File: config.mk
export PLATFORM = sky130hd
export DESIGN_NAME = nav_cmd_sequencer_flat
export DESIGN_NICKNAME = d
export VERILOG_FILES = /design/src/rtl/nav_cmd_sequencer_pkg.sv /design/src/rtl/nav_cmd_sequencer_if.sv /design/src/rtl/nav_pos_tracker.sv /design/src/rtl/nav_cmd_sequencer.sv /design/src/flat_wrapper.sv
export SDC_FILE = /design/constraint.sdc
export NUM_CORES = 1
export LEC_CHECK = 0
export CORE_MARGIN = 1.5
export CORE_UTILIZATION = 45
export CTS_BUF_LIST = sky130_fd_sc_hd__clkbuf_4 sky130_fd_sc_hd__clkbuf_8
export DETAILED_ROUTE_END_ITERATION = 10
export PLACE_DENSITY_LB_ADDON = 0.2
export SKIP_CTS_REPAIR_TIMING = 1
export SYNTH_ARGS = -nofsm -noshare
export SYNTH_HDL_FRONTEND = slang
export SYNTH_SLANG_ARGS = --single-unit
File: constraint.sdc
create_clock -name clk -period 1.6 [get_ports clk]
set_input_delay 0.32 -clock clk [delete_from_list [all_inputs] [get_ports clk]]
set_output_delay 0.32 -clock clk [all_outputs]
set_load 0.03 [all_outputs]
File: src/rtl/nav_cmd_sequencer_pkg.sv
// nav_pkg: heading codes, FSM state type and heading helpers
// shared by the navigation command sequencer and its position tracker.
package nav_pkg;

    localparam logic [2:0] HDG_N = 3'b001;
    localparam logic [2:0] HDG_O = 3'b010;
    localparam logic [2:0] HDG_L = 3'b011;
    localparam logic [2:0] HDG_S = 3'b100;

    typedef enum logic [2:0] {
        ST_IDLE,
        ST_TURN,
        ST_TURN_WAIT,
        ST_MOVE,
        ST_MOVE_WAIT,
        ST_DONE
    } state_t;

    function automatic logic dir_valid(input logic [2:0] d);
        return (d == HDG_N) || (d == HDG_O) ||
               (d == HDG_L) || (d == HDG_S);
    endfunction

    // Rotation order is N -> O -> S -> L -> N
    function automatic logic [2:0] next_heading(input logic [2:0] h);
        logic [2:0] n;
        n = HDG_N;
        unique case (h)
            HDG_N:   n = HDG_O;
            HDG_O:   n = HDG_S;
            HDG_S:   n = HDG_L;
            default: n = HDG_N;
        endcase
        return n;
    endfunction

    // Position of a heading in the rotation ring
    function automatic logic [1:0] hdg_idx(input logic [2:0] h);
        logic [1:0] i;
        i = 2'd0;
        unique case (h)
            HDG_O:   i = 2'd1;
            HDG_S:   i = 2'd2;
            HDG_L:   i = 2'd3;
            default: i = 2'd0;
        endcase
        return i;
    endfunction

    // Forward-only turn count, modulo 4 by the 2-bit width
    function automatic logic [1:0] rot_distance(input logic [2:0] h,
                                                input logic [2:0] t);
        return hdg_idx(t) - hdg_idx(h);
    endfunction

endpackage

File: src/rtl/nav_cmd_sequencer_if.sv
// Move-request handshake between planner (master) and sequencer (slave).
// Ports: cmd_valid, cmd_dir[2:0] from master; cmd_ready from slave.
interface nav_cmd_sequencer_if;
    logic       cmd_valid;
    logic [2:0] cmd_dir;
    logic       cmd_ready;

    modport master (output cmd_valid, output cmd_dir, input cmd_ready);
    modport slave  (input cmd_valid, input cmd_dir, output cmd_ready);
endinterface

File: src/rtl/nav_pos_tracker.sv
// nav_pos_tracker: registered (x,y) grid position, one step per strobe
// in the current heading. Ports: clk, reset, i_heading, i_step,
// o_pos_x, o_pos_y, o_edge_hit (combinational: a step would leave the grid).
module nav_pos_tracker
    import nav_pkg::*;
#(
    parameter int GRID_W = 8,
    parameter int GRID_H = 8,
    parameter int X0     = 0,
    parameter int Y0     = 0
) (
    input  logic                      clk,
    input  logic                      reset,
    input  logic [2:0]                i_heading,
    input  logic                      i_step,
    output logic [$clog2(GRID_W)-1:0] o_pos_x,
    output logic [$clog2(GRID_H)-1:0] o_pos_y,
    output logic                      o_edge_hit
);
    localparam int XW = $clog2(GRID_W);
    localparam int YW = $clog2(GRID_H);
    localparam logic [XW-1:0] XMAX = XW'(GRID_W - 1);
    localparam logic [YW-1:0] YMAX = YW'(GRID_H - 1);

    logic [XW-1:0] r_x;
    logic [YW-1:0] r_y;

    always_comb begin
        o_edge_hit = 1'b0;
        unique case (i_heading)
            HDG_N:   o_edge_hit = (r_y == YMAX);
            HDG_S:   o_edge_hit = (r_y == '0);
            HDG_L:   o_edge_hit = (r_x == XMAX);
            HDG_O:   o_edge_hit = (r_x == '0);
            default: o_edge_hit = 1'b0;
        endcase
    end

    always_ff @(posedge clk or posedge reset) begin
        if (reset) begin
            r_x <= XW'(X0);
            r_y <= YW'(Y0);
        end else if (i_step) begin
            unique case (i_heading)
                HDG_N:   r_y <= r_y + 1'b1;
                HDG_S:   r_y <= r_y - 1'b1;
                HDG_L:   r_x <= r_x + 1'b1;
                HDG_O:   r_x <= r_x - 1'b1;
                default: ;
            endcase
        end
    end

    assign o_pos_x = r_x;
    assign o_pos_y = r_y;
endmodule

File: src/rtl/nav_cmd_sequencer.sv
// nav_cmd_sequencer: turns absolute move requests into girar/avancar pulses.
// Ports: clk, reset, cmd (slave handshake), girar, avancar, heading, pos_x/y,
// busy, done, blocked, err_invalid.
module nav_cmd_sequencer
    import nav_pkg::*;
#(
    parameter int GRID_W = 8,
    parameter int GRID_H = 8,
    parameter int SETTLE = 2,
    parameter int X0     = 0,
    parameter int Y0     = 0
) (
    input  logic                      clk,
    input  logic                      reset,
    nav_cmd_sequencer_if.slave        cmd,
    output logic                      girar,
    output logic                      avancar,
    output logic [2:0]                heading,
    output logic [$clog2(GRID_W)-1:0] pos_x,
    output logic [$clog2(GRID_H)-1:0] pos_y,
    output logic                      busy,
    output logic                      done,
    output logic                      blocked,
    output logic                      err_invalid
);
    state_t     r_state;
    state_t     w_nxt;
    logic [2:0] r_hdg;
    logic [2:0] r_tgt;
    logic [3:0] r_cnt;
    logic       r_blk;
    logic       r_err;
    logic       w_idle;
    logic       w_acc;
    logic       w_step;
    logic       w_edge;
    logic       w_expire;

    assign w_idle   = (r_state == ST_IDLE);
    assign w_acc    = w_idle && cmd.cmd_valid && dir_valid(cmd.cmd_dir);
    // Counter is loaded with SETTLE, so the wait lasts SETTLE cycles
    assign w_expire = (r_cnt == 4'd1);

    always_comb begin
        w_nxt  = r_state;
        w_step = 1'b0;
        unique case (r_state)
            ST_IDLE: begin
                if (w_acc)
                    w_nxt = (rot_distance(r_hdg, cmd.cmd_dir) != 2'd0)
                          ? ST_TURN : ST_MOVE;
            end
            ST_TURN: w_nxt = ST_TURN_WAIT;
            ST_TURN_WAIT: begin
                if (w_expire)
                    w_nxt = (r_hdg == r_tgt) ? ST_MOVE : ST_TURN;
            end
            ST_MOVE: begin
                if (w_edge) begin
                    w_nxt = ST_DONE;
                end else begin
                    w_step = 1'b1;
                    w_nxt  = ST_MOVE_WAIT;
                end
            end
            ST_MOVE_WAIT: if (w_expire) w_nxt = ST_DONE;
            ST_DONE:      w_nxt = ST_IDLE;
            default:      w_nxt = ST_IDLE;
        endcase
    end

    always_ff @(posedge clk or posedge reset) begin
        if (reset) begin
            r_state <= ST_IDLE;
            r_hdg   <= HDG_N;
            r_tgt   <= HDG_N;
            r_cnt   <= 4'd0;
            r_blk   <= 1'b0;
            r_err   <= 1'b0;
        end else begin
            r_state <= w_nxt;
            r_err   <= w_idle && cmd.cmd_valid && !dir_valid(cmd.cmd_dir);
            if (w_acc) begin
                r_tgt <= cmd.cmd_dir;
                r_blk <= 1'b0;
            end
            unique case (r_state)
                ST_TURN: begin
                    r_hdg <= next_heading(r_hdg);
                    r_cnt <= 4'(SETTLE);
                end
                ST_TURN_WAIT, ST_MOVE_WAIT: r_cnt <= r_cnt - 4'd1;
                ST_MOVE: begin
                    if (w_edge) r_blk <= 1'b1;
                    else        r_cnt <= 4'(SETTLE);
                end
                default: ;
            endcase
        end
    end

    // Heading equals target in MOVE, so the shadow heading drives the step
    nav_pos_tracker #(
        .GRID_W (GRID_W),
        .GRID_H (GRID_H),
        .X0     (X0),
        .Y0     (Y0)
    ) u_pos (
        .clk        (clk),
        .reset      (reset),
        .i_heading  (r_hdg),
        .i_step     (w_step),
        .o_pos_x    (pos_x),
        .o_pos_y    (pos_y),
        .o_edge_hit (w_edge)
    );

    assign cmd.cmd_ready = w_idle;
    assign busy          = !w_idle;
    assign girar         = (r_state == ST_TURN);
    assign avancar       = w_step;
    assign done          = (r_state == ST_DONE);
    assign blocked       = (r_state == ST_DONE) && r_blk;
    assign err_invalid   = r_err;
    assign heading       = r_hdg;
endmodule
File: src/flat_wrapper.sv
// flat-port wrapper written by rule: the top's interface ports become plain ports
module nav_cmd_sequencer_flat import nav_pkg::*;
#(
    parameter int GRID_W = 8,
    parameter int GRID_H = 8,
    parameter int SETTLE = 2,
    parameter int X0     = 0,
    parameter int Y0     = 0
)
  (clk, reset, girar, avancar, heading, pos_x, pos_y, busy, done, blocked, err_invalid, cmd_cmd_valid, cmd_cmd_dir, cmd_cmd_ready);
  nav_cmd_sequencer_if cmd_i ();
  input  logic clk;
  input  logic reset;
  output logic girar;
  output logic avancar;
  output logic [2:0] heading;
  output logic [$clog2(GRID_W)-1:0] pos_x;
  output logic [$clog2(GRID_H)-1:0] pos_y;
  output logic busy;
  output logic done;
  output logic blocked;
  output logic err_invalid;
  input wire logic [$bits(cmd_i.cmd_valid)-1:0] cmd_cmd_valid;
  input wire logic [$bits(cmd_i.cmd_dir)-1:0] cmd_cmd_dir;
  output wire logic [$bits(cmd_i.cmd_ready)-1:0] cmd_cmd_ready;
  assign cmd_i.cmd_valid = cmd_cmd_valid;
  assign cmd_i.cmd_dir = cmd_cmd_dir;
  assign cmd_cmd_ready = cmd_i.cmd_ready;
  nav_cmd_sequencer #(.GRID_W(GRID_W), .GRID_H(GRID_H), .SETTLE(SETTLE), .X0(X0), .Y0(Y0)) u_core (.clk(clk), .reset(reset), .cmd(cmd_i), .girar(girar), .avancar(avancar), .heading(heading), .pos_x(pos_x), .pos_y(pos_y), .busy(busy), .done(done), .blocked(blocked), .err_invalid(err_invalid));
endmodule
# Word level (Yosys, flattened, before mapping)
# Index checks and enable logic that the tools add are counted.
dict set report op_classes {
  eq_ne 21
  add_sub_neg 6
  reduce_logical 21
  n_mux 24
}
# op n
set op_table {}
lappend op_table {{$eq 3x2->1 const B} 6}
lappend op_table {{$eq 3x3->1 const B} 6}
lappend op_table {{$pmux 3 s5} 1}
lappend op_table {{$mux 2} 6}
lappend op_table {{$pmux 2 s3} 2}
lappend op_table {{$pmux 3 s2} 2}
lappend op_table {{$pmux 4 s3} 1}
lappend op_table {{$eq 3x1->1 const B} 3}
lappend op_table {{$logic_not 3->1} 3}
lappend op_table {{$mux 3} 3}
lappend op_table {{$pmux 3 s3} 1}
lappend op_table {{$add 3x1->3 const B} 2}
lappend op_table {{$mux 1} 6}
lappend op_table {{$reduce_and 2->1} 3}
lappend op_table {{$reduce_bool 2->1} 3}
lappend op_table {{$sub 3x1->3 const B} 2}
lappend op_table {{$eq 4x1->1 const B} 1}
lappend op_table {{$logic_and 1x1->1} 4}
lappend op_table {{$mux 4} 1}
lappend op_table {{$ne 2x1->1 const B} 2}
lappend op_table {{$ne 2x2->1 const B} 2}
lappend op_table {{$pmux 1 s4} 1}
lappend op_table {{$sub 4x1->4 const B} 1}
lappend op_table {{$eq 3x3->1} 1}
lappend op_table {{6 further kinds} 9}
dict set report totals {
  in_bits 6
  output_inout_bits 16
  reg_bits 21
}

# Longest topological paths before layout
# Gate-level depths: netlist (run 1).
dict set report logic_depth {
  depth_word 12
  ltp_mapped 8
}

# Hierarchy
# From an unflattened synthesis (run 1), not the netlist that was laid out.
dict set report hier_totals {
  hier_cells 157
  hier_area_um2 1410.1
}
# mod area_each_um2 instances cells_each
set by_module_without_submodules {}
lappend by_module_without_submodules {nav_cmd_sequencer 1018.5 1 120}
lappend by_module_without_submodules {nav_pos_tracker 391.6 1 37}

# Least setup slack after synthesis (run 1)
# OpenSTA, ideal clock, no wires.
dict set report synth_timing {
  path_kind {reg2reg}
  startpoint {reg u_core.r_hdg[1] (netlist: u_core.heading[1])}
  endpoint {reg u_core.u_pos.r_x[2] (netlist: u_core.u_pos.o_pos_x[2])}
  slack_ps -292
  n_path_buf 1
  required_time_ps 1461
  stages_incl_launch_ff 9
  arrival_ps 1753
  cell_sequence {dfrtp_1 > buf_4 > nand2b_4 > nor2_1 > inv_1 > fa_1 > mux2i_1 > nor2_2 > xor2_1}
}
dict set report synth_between {
  elab_chain_len 5
}
# item line_no
set synth_lines {}
lappend synth_lines {{from (decl)} nav_cmd_sequencer.sv:28} ;# logic [2:0] r_hdg;
lappend synth_lines {{from (signal assigned)} nav_cmd_sequencer.sv:89} ;# r_hdg <= next_heading(r_hdg);
lappend synth_lines {{$eq 3x2->1, or another cell as far along} {nav_pos_tracker.sv:30, nav_pos_tracker.sv:44}}
lappend synth_lines {{$pmux 1 s4} nav_pos_tracker.sv:30} ;# unique case (i_heading)
lappend synth_lines {{$mux 1} nav_cmd_sequencer.sv:59} ;# if (w_edge) begin
lappend synth_lines {{$mux 1} nav_cmd_sequencer.sv:47} ;# unique case (r_state)
lappend synth_lines {{$reduce_and 2->1 (no source line)} n/a}
lappend synth_lines {{to (signal assigned)} nav_pos_tracker.sv:41} ;# r_x <= XW'(X0);
lappend synth_lines {{to (signal assigned)} nav_pos_tracker.sv:47} ;# HDG_L: r_x <= r_x + 1'b1;
lappend synth_lines {{to (signal assigned)} nav_pos_tracker.sv:48} ;# HDG_O: r_x <= r_x - 1'b1;
lappend synth_lines {{to (decl)} nav_pos_tracker.sv:25} ;# logic [XW-1:0] r_x;
# Several ways; a longest one is shown, not always the timed one.
# A chain may end at the register's enable or synchronous reset.

# Final worst setup path (run 1)
dict set report layout_timing {
  startpoint {reg u_core.r_hdg[0] (netlist: u_core.heading[0])}
  endpoint {out avancar}
}
dict set report layout_between {
  elab_chain_len 4
}
# item line_no
set layout_lines {}
lappend layout_lines {{$eq 3x2->1, or another cell as far along} nav_pos_tracker.sv:30}
lappend layout_lines {{$pmux 1 s4 (*)} nav_pos_tracker.sv:30}
lappend layout_lines {{$mux 1 (*)} nav_cmd_sequencer.sv:59}
lappend layout_lines {{$mux 1 (*)} nav_cmd_sequencer.sv:47}
lappend layout_lines {{to (decl)} flat_wrapper.sv:15} ;# output logic avancar;
# Mark *: on every way between the ends. The rest lies on a longest branch, timed or not.

==> reports/qor.yml, run 1 <==
clkSinkCount: 21
vias: 1361
slowest_delay_ns: 0.67
p_sw_mw: 1.79
reg2reg_from: "u_core.heading[0]$_DFFE_PP1P_"
synthesis.area_sq_um: 1460
core.rowCount: 20
switching_share: 0.439
crit_chain: "and4bb_1 > a22oi_4 > nand2_2 > nor2_4 > buf_6"
syn2layout_area_growth_pct: 49.4
worstMarginPinSlew_ns: 0.344
hold_class: "input pin to asynchronous set/reset pin"
crit_path_start_kind: "flop"
die-area_sq_um: 3600
finalCriticalPeriod_ns: 1.90
cts_buffers: 3
ys_types: 53
io-pin-count: 22
clockBufferDepth: 2
reg2regPathDepth: 6
place_congestion: 0.829
overflow: 0
setup_viol: 14
cts.clk_slew.worst_paths_ns: 0.12
maxSlewHeadroom: 0.770
hold_viol_final: 0
finalClockSkew_ns: 0.00183
worstPathRequired_ns: 1.28
clkLatencyLatePin_ns: 0.31
power_per_cell_area_nw_per_um2: 1860
async_flop_share: 1.00
slowest_stage: "dfstp_2"
nets: 232
synth_cells: 157
slew_violations: 0
pwr-share-seq: 0.249
yosys_warnings: 0
grt_max_degree: 22
viasPerCell: 5.14
finalPower_mw: 4.08
cts-htree-levels: 1
instances_no_fill: 265
gr-usage-all-layers: 0.213
placed_area_sq_um: 1950
path_max_fanout: 7
avgRoutedWirePerCell_um: 13.5
rsz0062_at_grt: "true"
cp.arrival_ns: 1.58
final_cell_area_sq_um: 2190
postSynthNetCount: 167
max_freq_ghz: 0.527
synth_edf_count: 0
antenna_found_initial: 0
ys_ff_latch: 21
status: "finished with violations"
die_x_um: 60.0
drc_errors: 0
rrSetupSlack_ns: -0.23
post-dp-hpwl_mm: 2.59
p_comb_frac: 0.685
avgSynthCellArea_sq_um: 9.32
drtAntennaViolNets: 0
drive_above_1_share: 0.403
pre_cts_slack_ns: -0.157
internal-power_mw: 2.29
grt_pass1_wl_mm: 5.76
maxCapViolations: 0
post-route-worst-setup-slack_ns: -0.298
synth_flop_cell: "dfrtp_1"
peakVddDrop_uv: 987
cts_tree: "yes"
cts_root_buffer: "clkbuf_4"
yosysSeqAreaShare: 0.361
path_class: "flop to output port"
portBuffers: 21
diodes: 0
p_leak_nw: 1.14
grt_pass1_vias: 1317
core-area_sq_um: 3080
wirelength_mm: 3.58
dpl.cell_count: 251
end_kind: "output port"
start_util: 0.476
drt_iter0_markers: 49
fin_crit_sh: 1.19
die_h_um: 60.0
drtPass1Iterations: 4
timing.rr.end: "u_core.r_cnt[3]$_DFFE_PP0P_"
violations: "setup timing"
p_clk_frac: 0.065
-- layout make-up --
| class | instances | area (sq um) |
|---|---|---|
| multi-input combinational | 119 | 937 |
| fill | 246 | 891 |
| timing repair buffer | 67 | 598 |
| sequential | 21 | 532 |
| tap | 44 | 55.1 |
| inverter | 10 | 37.5 |
| clock buffer | 3 | 22.5 |
| clock inverter | 1 | 5.00 |
-- worst max-delay path by stage --
stage	startpoint	to	slack [ns]	cells past startpoint
2_1_floorplan	u_core.heading[0]$_DFFE_PP1P_	u_core.r_cnt[3]$_DFFE_PP0P_	-0.22	6
5_1_grt	u_core.heading[0]$_DFFE_PP1P_	avancar	-0.37	5
3_5_place_dp	u_core.heading[0]$_DFFE_PP1P_	u_core.u_pos.o_pos_y[2]$_DFFE_PP0P_	-0.16	7
4_1_cts	u_core.heading[1]$_DFFE_PP0P_	avancar	-0.43	6
6_report	u_core.heading[0]$_DFFE_PP1P_	avancar	-0.30	5
3_3_place_gp	u_core.heading[0]$_DFFE_PP1P_	u_core.r_cnt[3]$_DFFE_PP0P_	-0.09	5
-- critical path, delay by kind of cell, from the launching register on --
family | cells | cell delay, ns
buf+inv | 1 | 0.12
flops | 1 | 0.67
compound gates | 1 | 0.07
simple gates | 3 | 0.40
-- through the flow --
stage | hold slack, ns | TNS (ns) | util
2_1_floorplan | 0.295 | -0.861 | -
5_1_grt | 0.373 | -2.69 | 0.711
3_5_place_dp | 0.492 | -0.801 | 0.635
6_report | 0.330 | -1.51 | 0.711
4_1_cts | 0.333 | -4.26 | 0.644
3_3_place_gp | 0.488 | -0.510 | 0.635
-- flip-flops by register name (all words and copies together), names as in the netlist --
register and cells:
u_core.err_invalid 1, u_core.heading 3, u_core.r_blk 1, u_core.r_cnt 4, u_core.r_state 3, u_core.r_tgt 3
u_core.u_pos.o_pos_x 3, u_core.u_pos.o_pos_y 3
-- synth_stat cells, drive strengths merged, types with 2 or more instances --
| cell type | number | area, sq um |
|---|---|---|
| nor2 | 14 | 55.1 |
| nand3 | 2 | 10.0 |
| nor2b | 6 | 37.5 |
| mux2i | 2 | 20.0 |
| clkbuf | 3 | 11.3 |
| a2bb2oi | 2 | 17.5 |
| a21oi | 9 | 48.8 |
| xnor2 | 9 | 78.8 |
| and2 | 4 | 25.0 |
| or4 | 2 | 18.8 |
| fa | 2 | 40.0 |
| o21ai | 14 | 81.3 |
| nand3b | 3 | 22.5 |
| inv | 10 | 37.5 |
| mux2 | 2 | 22.5 |
| dfstp | 2 | 52.6 |
| nand2 | 14 | 52.6 |
| nor3 | 2 | 15.0 |
| xor2 | 2 | 17.5 |
| nor4 | 3 | 33.8 |
| nand2b | 5 | 38.8 |
| a22oi | 2 | 28.8 |
| buf | 4 | 37.5 |
| ha | 2 | 25.0 |
| dfrtp | 19 | 475 |
-- logic make-up (layout without fill, tap and decap cells) --
| group | Yosys count | count (layout) | share of synthesized area |
|---|---|---|---|
| AOI/OAI and AO/OA | 37 | 37 | 0.176 |
| xor gates and xnor gates | 11 | 11 | 0.0658 |
| adders and majority gates | 4 | 4 | 0.0444 |
| buffers and inverters | 17 | 81 | 0.0590 |
| DFF | 21 | 21 | 0.361 |
| muxes | 4 | 4 | 0.0291 |
| and+or+nand+nor | 63 | 63 | 0.265 |
-- layout by cell type, fill, tap and decap left out, types with 3 or more instances in the layout --
cell,synthesis,final
buf_4,2,43
dfrtp_1,19,16
nand2_1,14,12
nor2_1,13,10
inv_1,10,10
buf_6,2,10
xnor2_1,9,9
o21ai_0,12,9
dlymetal6s2s_1,0,9
a21oi_1,8,8
clkdlybuf4s50_1,0,5
nand2b_1,4,4
nor2b_1,6,4
nand3b_1,3,3
and2_1,4,3
o21ai_1,1,3
clkbuf_4,0,3
dfrtp_2,0,3
-- power groups by stage --
stage / Sequential, mW / Clock, mW / Combinational [mW]
CTS: 1.02 / 0.275 / 2.38
finish: 1.02 / 0.266 / 2.79
detailed placement: 1.03 / 0 / 2.38
global placement: 1.02 / 0 / 2.32
floorplan: 1.16 / 0 / 1.37
global route: 1.05 / 0.296 / 3.04
-- routing by layer --
metal	share of wire	GRT usage
met1	0.41	0.262
met5	0	0
met2	0.55	0.377
met4	0.014	0.0825
met3	0.020	0.0216
No activity file was read; power rests on OpenSTA's default activity.
==> inputs of run 2 (changes only) <==
- CORE_UTILIZATION: 45 -> 43
==> reports/qor.yml, run 2 (synthesized netlist as in run 1, its figures left out) <==
status: "finished with violations"
violations: "setup timing"
start_util: 0.442
cts_tree: "yes"
die_x_um: 61.3
reg2regPathDepth: 6
max_freq_ghz: 0.521
hold_class: "input pin to asynchronous set/reset pin"
overflow: 0
routed-wl-met3_um: 93
io-pin-count: 22
cts-htree-levels: 1
cp-startpoint: "u_core.heading[1]$_DFFE_PP0P_"
p_leak_nw: 1.17
reg2reg_from: "u_core.heading[0]$_DFFE_PP1P_"
clkSinkCount: 21
drtPass1Iterations: 4
viasPerCell: 5.18
finalCriticalPeriod_ns: 1.92
setup_viol: 13
final_cell_mix: "buf_4, dfrtp_1, buf_6"
grt_pass1_wl_mm: 5.82
peakVddDrop_uv: 944
clockBufferDepth: 2
cp.arrival_ns: 1.60
whs_ns: 0.329
wirelength_mm: 3.69
rrSetupSlack_ns: -0.23
power_per_cell_area_nw_per_um2: 1840
end_kind: "output port"
wl_met2_mm: 1.99
largest_reg_flops: 4
drtAntennaViolNets: 0
finalClockSkew_ns: 0.00164
rsz0062_at_grt: "true"
drive_above_1_share: 0.416
final_common_cell: "buf_4"
path_max_fanout: 6
maxSlewHeadroom: 0.759
portBuffers: 21
cts.clk_slew.worst_paths_ns: 0.13
core-area_sq_um: 3310
hold_viol_final: 0
clkLatencyLatePin_ns: 0.31
die_h_um: 61.3
diodes: 0
vias: 1408
path_class: "flop to output port"
worstPathRequired_ns: 1.28
slew_violations: 0
top_register: "u_core.r_cnt"
maxCapViolations: 0
die-area_sq_um: 3760
core.rowCount: 21
worstMarginPinSlew_ns: 0.361
crit_path_start_kind: "flop"
place_congestion: 0.792
drt_iter0_markers: 87
drc_errors: 0
gr-usage-all-layers: 0.207
post-dp-hpwl_mm: 2.63
syn2layout_area_growth_pct: 54.4
post-route-worst-setup-slack_ns: -0.318
routed.top_layer: "met4"
cts_root_buffer: "clkbuf_4"
cts_buffers: 3
grt_max_degree: 22
tns_ns: -1.69
grt_pass1_vias: 1311
nets: 237
avgRoutedWirePerCell_um: 13.6
fin_crit_sh: 1.20
met1Wirelength_mm: 1.59
antenna_found_initial: 0
-- run 2: area by class of cell --
cell class / instances / area, sq um
sequential: 21 / 533
timing repair buffer: 72 / 651
fill: 293 / 1050
tap: 46 / 57.6
clock inverter: 1 / 5.00
multi-input combinational: 119 / 953
inverter: 10 / 37.5
clock buffer: 3 / 22.5
-- run 2: worst max-delay path: stages, from the launching register on --
cell and delay (ns):
dfrtp_2 0.46, buf_6 0.13, nor4b_4 0.29, a22oi_4 0.13
nand2_2 0.11, nor2_4 0.04, buf_6 0.13
-- run 2: final timing paths --
check	to
setup / recovery	avancar
max in group asynchronous	u_core.r_tgt[0]$_DFFE_PP1P_
min in group clk	u_core.r_tgt[0]$_DFFE_PP1P_
hold reg to reg	u_core.r_tgt[0]$_DFFE_PP1P_
hold / removal	u_core.r_cnt[0]$_DFFE_PP0P_
setup reg to reg	u_core.r_cnt[3]$_DFFE_PP0P_
-- run 2: routing by layer --
metal | track usage | vias to the layer above
met1 | 0.272 | 693
met2 | 0.357 | 26
met5 | 0 | -
met4 | 0.0638 | 0
li1 | - | 687
met3 | 0.0252 | 2
-- run 2: per-stage QoR --
step | setup slack, ns | instance area, sq um | cells | total power, mW | util
after floorplan | -0.222 | 1490 | 157 | 2.52 | -
after global placement | -0.0908 | 1980 | 257 | 3.35 | 0.599
after detailed placement | -0.125 | 1980 | 257 | 3.41 | 0.599
after CTS | -0.409 | 2010 | 261 | 3.69 | 0.608
after global routing | -0.400 | 2260 | 272 | 4.48 | 0.683
final | -0.318 | 2260 | 272 | 4.15 | 0.683
-- run 2: report_power, final --
part	internal, mW	leakage [nW]	switching (mW)	total (mW)
Sequential	0.762	0.261	0.268	1.03
Clock	0.0934	0.0177	0.182	0.276
Combinational	1.49	0.891	1.36	2.85
